<file path="src/rtl/ultrasonido_echo_responder.sv">
// HC-SR04 style responder. It checks the trigger width, waits out the burst time, then drives an echo whose width is proportional to distance_cm.
// Optional macro ECHO_JITTER_EN adds 0..15 cycles of repeatable LFSR jitter to each echo.
module ultrasonido_echo_responder #(
    parameter int unsigned TRIG_MIN_CYC = 1000,
    parameter int unsigned BURST_CYC    = 20000,
    parameter int unsigned CYC_PER_CM   = 5800,
    parameter int unsigned MAX_CM       = 400,
    parameter int unsigned TIMEOUT_CYC  = 3800000,
    parameter int unsigned HOLDOFF_CYC  = 100000
) (
    input  logic        clk,
    input  logic        reset,
    input  logic        trigger,
    input  logic [15:0] distance_cm,
    output logic        echo,
    output logic        busy,
    output logic        trig_short
);

    localparam logic [31:0] P_TRIG  = 32'(TRIG_MIN_CYC);
    localparam logic [31:0] P_BURST = 32'(BURST_CYC);
    localparam logic [31:0] P_CPC   = 32'(CYC_PER_CM);
    localparam logic [31:0] P_MAX   = 32'(MAX_CM);
    localparam logic [31:0] P_TOUT  = 32'(TIMEOUT_CYC);
    localparam logic [31:0] P_HOLD  = 32'(HOLDOFF_CYC);

    typedef enum logic [2:0] {
        IDLE    = 3'd0,
        TRIG_HI = 3'd1,
        BURST   = 3'd2,
        ECHO    = 3'd3,
        HOLDOFF = 3'd4
    } state_t;

    state_t      state_q, state_d;
    logic        trg_m_q, trg_s_q, trg_p_q;
    logic        trg_rise, trg_fall;
    logic [31:0] cnt_q, cnt_d, cnt_inc;
    logic [31:0] len_q, len_d, len_base, len_new, prod;
    logic        echo_q, echo_d;
    logic        short_q, short_d;

    always_ff @(posedge clk or negedge reset) begin
        if (!reset) begin
            trg_m_q <= 1'b0;
            trg_s_q <= 1'b0;
            trg_p_q <= 1'b0;
        end else begin
            trg_m_q <= trigger;
            trg_s_q <= trg_m_q;
            trg_p_q <= trg_s_q;
        end
    end

    assign trg_rise = trg_s_q & ~trg_p_q;
    assign trg_fall = ~trg_s_q & trg_p_q;

    assign prod = {16'b0, distance_cm} * P_CPC;

    always_comb begin
        if (distance_cm == 16'd0) begin
            len_base = P_CPC;
        end else if ({16'b0, distance_cm} > P_MAX) begin
            len_base = P_TOUT;
        end else begin
            len_base = prod;
        end
    end

`ifdef ECHO_JITTER_EN
    // Fibonacci LFSR, x^8+x^6+x^5+x^4+1; free-running so jitter depends on trigger timing.
    logic [7:0] lfsr_q, lfsr_d;

    assign lfsr_d  = {lfsr_q[6:0], lfsr_q[7] ^ lfsr_q[5] ^ lfsr_q[4] ^ lfsr_q[3]};
    assign len_new = len_base + {28'b0, lfsr_q[3:0]};

    always_ff @(posedge clk or negedge reset) begin
        if (!reset) begin
            lfsr_q <= 8'hA5;
        end else begin
            lfsr_q <= lfsr_d;
        end
    end
`else
    assign len_new = len_base;
`endif

    always_comb begin
        state_d = state_q;
        cnt_d   = cnt_q;
        len_d   = len_q;
        echo_d  = echo_q;
        short_d = 1'b0;
        cnt_inc = cnt_q + 32'd1;
        case (state_q)
            IDLE: begin
                if (trg_rise) begin
                    state_d = TRIG_HI;
                    cnt_d   = 32'd1;
                end
            end
            TRIG_HI: begin
                if (trg_fall) begin
                    cnt_d = 32'd0;
                    if (cnt_q >= P_TRIG) begin
                        len_d   = len_new;
                        state_d = BURST;
                    end else begin
                        short_d = 1'b1;
                        state_d = IDLE;
                    end
                end else if (cnt_q < P_TRIG) begin
                    cnt_d = cnt_inc;
                end
            end
            BURST: begin
                if (cnt_inc >= P_BURST) begin
                    cnt_d   = 32'd0;
                    echo_d  = 1'b1;
                    state_d = ECHO;
                end else begin
                    cnt_d = cnt_inc;
                end
            end
            ECHO: begin
                if (cnt_inc >= len_q) begin
                    cnt_d   = 32'd0;
                    echo_d  = 1'b0;
                    state_d = HOLDOFF;
                end else begin
                    cnt_d = cnt_inc;
                end
            end
            HOLDOFF: begin
                if (cnt_inc >= P_HOLD) begin
                    cnt_d   = 32'd0;
                    state_d = IDLE;
                end else begin
                    cnt_d = cnt_inc;
                end
            end
            default: begin
                state_d = IDLE;
                cnt_d   = 32'd0;
                echo_d  = 1'b0;
            end
        endcase
    end

    // echo is a flop with async clear so reset drops it at once without a glitch.
    always_ff @(posedge clk or negedge reset) begin
        if (!reset) begin
            state_q <= IDLE;
            cnt_q   <= 32'd0;
            len_q   <= 32'd0;
            echo_q  <= 1'b0;
            short_q <= 1'b0;
        end else begin
            state_q <= state_d;
            cnt_q   <= cnt_d;
            len_q   <= len_d;
            echo_q  <= echo_d;
            short_q <= short_d;
        end
    end

    assign echo       = echo_q;
    assign trig_short = short_q;
    assign busy       = (state_q != IDLE);

endmodule

</file>
<file path="config.mk">
export PLATFORM = sky130hd
export DESIGN_NAME = ultrasonido_echo_responder
export DESIGN_NICKNAME = d
export VERILOG_FILES = /design/src/rtl/ultrasonido_echo_responder.sv
export SDC_FILE = /design/constraint.sdc
export NUM_CORES = 1
export LEC_CHECK = 0
export ABC_AREA = 1
export CORE_MARGIN = 10
export CORE_UTILIZATION = 25
export DETAILED_ROUTE_END_ITERATION = 8
export PLACE_DENSITY = 0.43
export SYNTH_ARGS = -nofsm -noshare
export SYNTH_HDL_FRONTEND = slang
export SYNTH_SLANG_ARGS = --single-unit
</file>
<file path="constraint.sdc">
create_clock -name clk -period 3.7 [get_ports clk]
set_input_delay 0.74 -clock clk [delete_from_list [all_inputs] [get_ports clk]]
set_output_delay 0.74 -clock clk [all_outputs]
set_load 0.02 [all_outputs]
</file>
==> run_results.csv <==
group,metric,value,unit
worst_setup_path,required,3.91,ns
placement,post_dp_cell_area,9520,um2
placement,dpl.hpwl,18.9,mm
cells_and_area,fin_nets,1391,
floorplanning,fp.dieArea,38000,um2
synthesis,synth_fp_nets,1245,
route,routedWlPerCell,13.8,um
worst_setup_path,cp-start-kind,"primary input",
run_status,status,"complete, but fails checks",
placement,port_buffers,21,
grt,grt_pass1_vias,7249,
synthesis,synthCells,1078,
worst_setup_path,worstSetupEndpointType,"flop",
floorplanning,core,30400,um2
sta,setup_viol,17,
pwr,power.switching,3.09,mW
cells_and_area,final_cell_area,10400,um2
sta,clock_skew,0.00829,ns
clock_tree,cts_max_level,3,
cells_and_area,syn2layout_area_growth,36.1,%
synthesis,yosys_warnings,0,
cells_and_area,fillers,3308,
pwr,leakage,5.26,nW
clock_tree,clockBufferDepth,2,
worst_setup_path,setup.worst_path.class,"in2reg",
grt,grt_pass1_wl,37.4,mm
clock_tree,cts_buffers,9,
route,via_per_inst,4.29,
sta,min_period_over_period,115,%
cells_and_area,mostFrequentLayoutCell,"nand2_1",
floorplanning,die_height,195,um
placement,gp_congestion,0.898,
sta,setup_ws,-0.545,ns
sta,period_needed,4.25,ns
synthesis,yosys-top-cells-area,"dfrtp_1 22%, ha_1 17%, nand2_1 13%",
floorplanning,start_util,25.2,%
cells_and_area,seq_area,1650,um2
worst_setup_path,worstPathArrival,4.45,ns
sta,fmax,236,MHz
worst_setup_path,path_max_fanout,5,
synthesis,synth_area_leader_cell,"dfrtp_1",
synthesis,synth_area,7650,um2
route,antenna_left,0,
synthesis,ys_types,37,
grt,grt_usage,12.0,%
grt,gr-total-overflow,0,
synthesis,seq_area_frac_synth,21.6,%
clock_tree,clock_sinks,66,
route,first_pass_iters,4,
route,routed_wl,22.4,mm
route,num_vias,6972,
floorplanning,die_w,195,um
grt,grt_antenna_before_repair,0,
sta,tightestPinTransition,0.878,ns
clock_tree,path_clk_slew,0.06,ns
grt,grt_max_degree,67,
route,drt-initial-drc-count,281,
clock_tree,clock-root-buffer,"clkbuf_16",
clock_tree,clk-insertion-delay-late,0.35,ns
pwr,p_int,4.15,mW
cells_and_area,diodes,0,
pwr,p_comb_share,75.0,%
synthesis,ys_ff_latch,66,
cells_and_area,finalNonFillerCells,1625,
sta,drv_slew,0,
pwr,p_per_area,695,nW/um2
synthesis,synth_top_area_share,21.6,%
sta,hold_violations,0,
placement,dp.cells,1598,
floorplanning,ios,22,
sta,rsz0062_at_grt,"true",
sta,slew_headroom,41.5,%
pwr,p_clk_share,14.3,%
cells_and_area,final_core_util,34.2,%
synthesis,syn_area_per_cell,7.10,um2
cells_and_area,final_cell_mix,"263 x nand2_1, 196 x inv_1, 120 x buf_4",
pwr,peakVddDrop,0.324,mV
clock_tree,cts_tree,"yes",
clock_tree,postCtsHoldBufs,0,
pwr,swShare,42.7,%
pwr,sequentialPowerShare,10.7,%
run_status,violations,"negative setup slack",
hold_path,hp-class,"reg2reg",
cells_and_area,multi_input_area,5900,um2
flow_run,maxCapViolCount,0,
cells_and_area,drive_above_1_share,22.5,%
floorplanning,row_count,64,
route,drc,0,
-- cell type report --
type / count / share of cell area [%]
multi-input combinational: 785 / 56.7
sequential: 66 / 15.9
timing repair buffer: 146 / 11.6
inverter: 216 / 7.78
tap: 396 / 4.76
clock buffer: 10 / 2.29
clock inverter: 6 / 1.08
-- worst paths after layout --
| check | slack [ns] | to | start | cells after the start |
|---|---|---|---|---|
| setup / recovery | -0.55 | len_q[26] | distance_cm[11] | 21 |
| hold / removal | 0.35 | trg_s_q | trg_m_q | 0 |
| setup reg to reg | 0.38 | cnt_q[19] | cnt_q[0] | 21 |
| hold reg to reg | 0.35 | trg_s_q | trg_m_q | 0 |
| max in group asynchronous | 2.59 | cnt_q[1] | reset | 1 |
| min in group asynchronous | 0.51 | cnt_q[27] | reset | 1 |
-- stage by stage --
| step | hold slack [ns] | TNS (ns) | worst slack [ns] | power, mW |
|---|---|---|---|---|
| after global placement | 0.333 | -23.94 | -1.50 | 5.33 |
| final | 0.348 | -6.48 | -0.545 | 7.25 |
| after detailed placement | 0.336 | -24.60 | -1.53 | 5.31 |
| after floorplan | 0.331 | -6.80 | -0.592 | 3.53 |
| after global routing | 0.363 | -9.32 | -0.723 | 7.89 |
| after CTS | 0.350 | -6.77 | -0.533 | 7.09 |
-- power by group through the flow --
| stage | logic (mW) | registers, mW | clock network (mW) |
|---|---|---|---|
| after floorplan | 2.75 | 0.778 | 0 |
| final | 5.43 | 0.775 | 1.04 |
| after global placement | 4.55 | 0.782 | 0 |
| after CTS | 5.26 | 0.769 | 1.06 |
| after global routing | 6.03 | 0.779 | 1.09 |
| after detailed placement | 4.52 | 0.782 | 0 |
-- layer usage --
metal	wire (um)	vias up	GRT usage, %
met5	0	-	0
met4	388	0	3.76
met3	452	23	1.10
met2	10900	66	20.9
met1	10600	3177	15.2
li1	-	3706	-
-- worst max-delay path, cell delays in order --
cell and delay (ns):
buf_8 0.10, ha_4 0.24, fa_1 0.52, inv_1 0.05
fa_1 0.47, inv_1 0.05, fa_1 0.49, inv_2 0.04
fa_1 0.51, inv_2 0.05, ha_4 0.30, nand2_4 0.07
o21a_1 0.19, inv_2 0.06, a21oi_2 0.04, o21bai_1 0.22
nand2_1 0.08, nand2_1 0.08, nand2_1 0.05, nand2_1 0.05
o22ai_1 0.05
-- cell families after synthesis --
group	after synthesis	synth area share [%]
buf+inv	227	11.3
flops	66	21.6
xor+xnor	23	2.63
compound gates	151	10.9
simple gates	463	25.0
fa+ha+maj	148	28.6
-- Yosys cell counts (all sizes together) --
library cell,n
clkinv,2
clkbuf,7
dfrtp,66
o211ai,2
nor2,105
o2111ai,1
a21o,6
o22ai,10
fa,45
or2,3
o21bai,6
nor3,13
nor4,9
o221ai,1
ha,103
nand2,278
o21ai,71
a21oi,44
a211oi,1
a31oi,2
o21a,3
nand4,12
xor2,13
nand3,42
inv,214
buf,4
o211a,1
a22oi,3
xnor2,10
nand3b,1
-- flip-flops by register name, summed over array words and instances (netlist names) --
signal / count
len_q: 26
trg_s_q: 1
state_q: 3
trig_short: 1
trg_m_q: 1
trg_p_q: 1
echo: 1
cnt_q: 32
-- what timing repair did --
item | CTS | global route
endpoints found under the hold margin | 0 | 0
setup buffers | 11 | 2
pin swaps | 62 | 11
gates resized for setup | 138 | 35
endpoints found under the setup margin | 19 | 49
No activity file was read; power rests on OpenSTA's default activity.
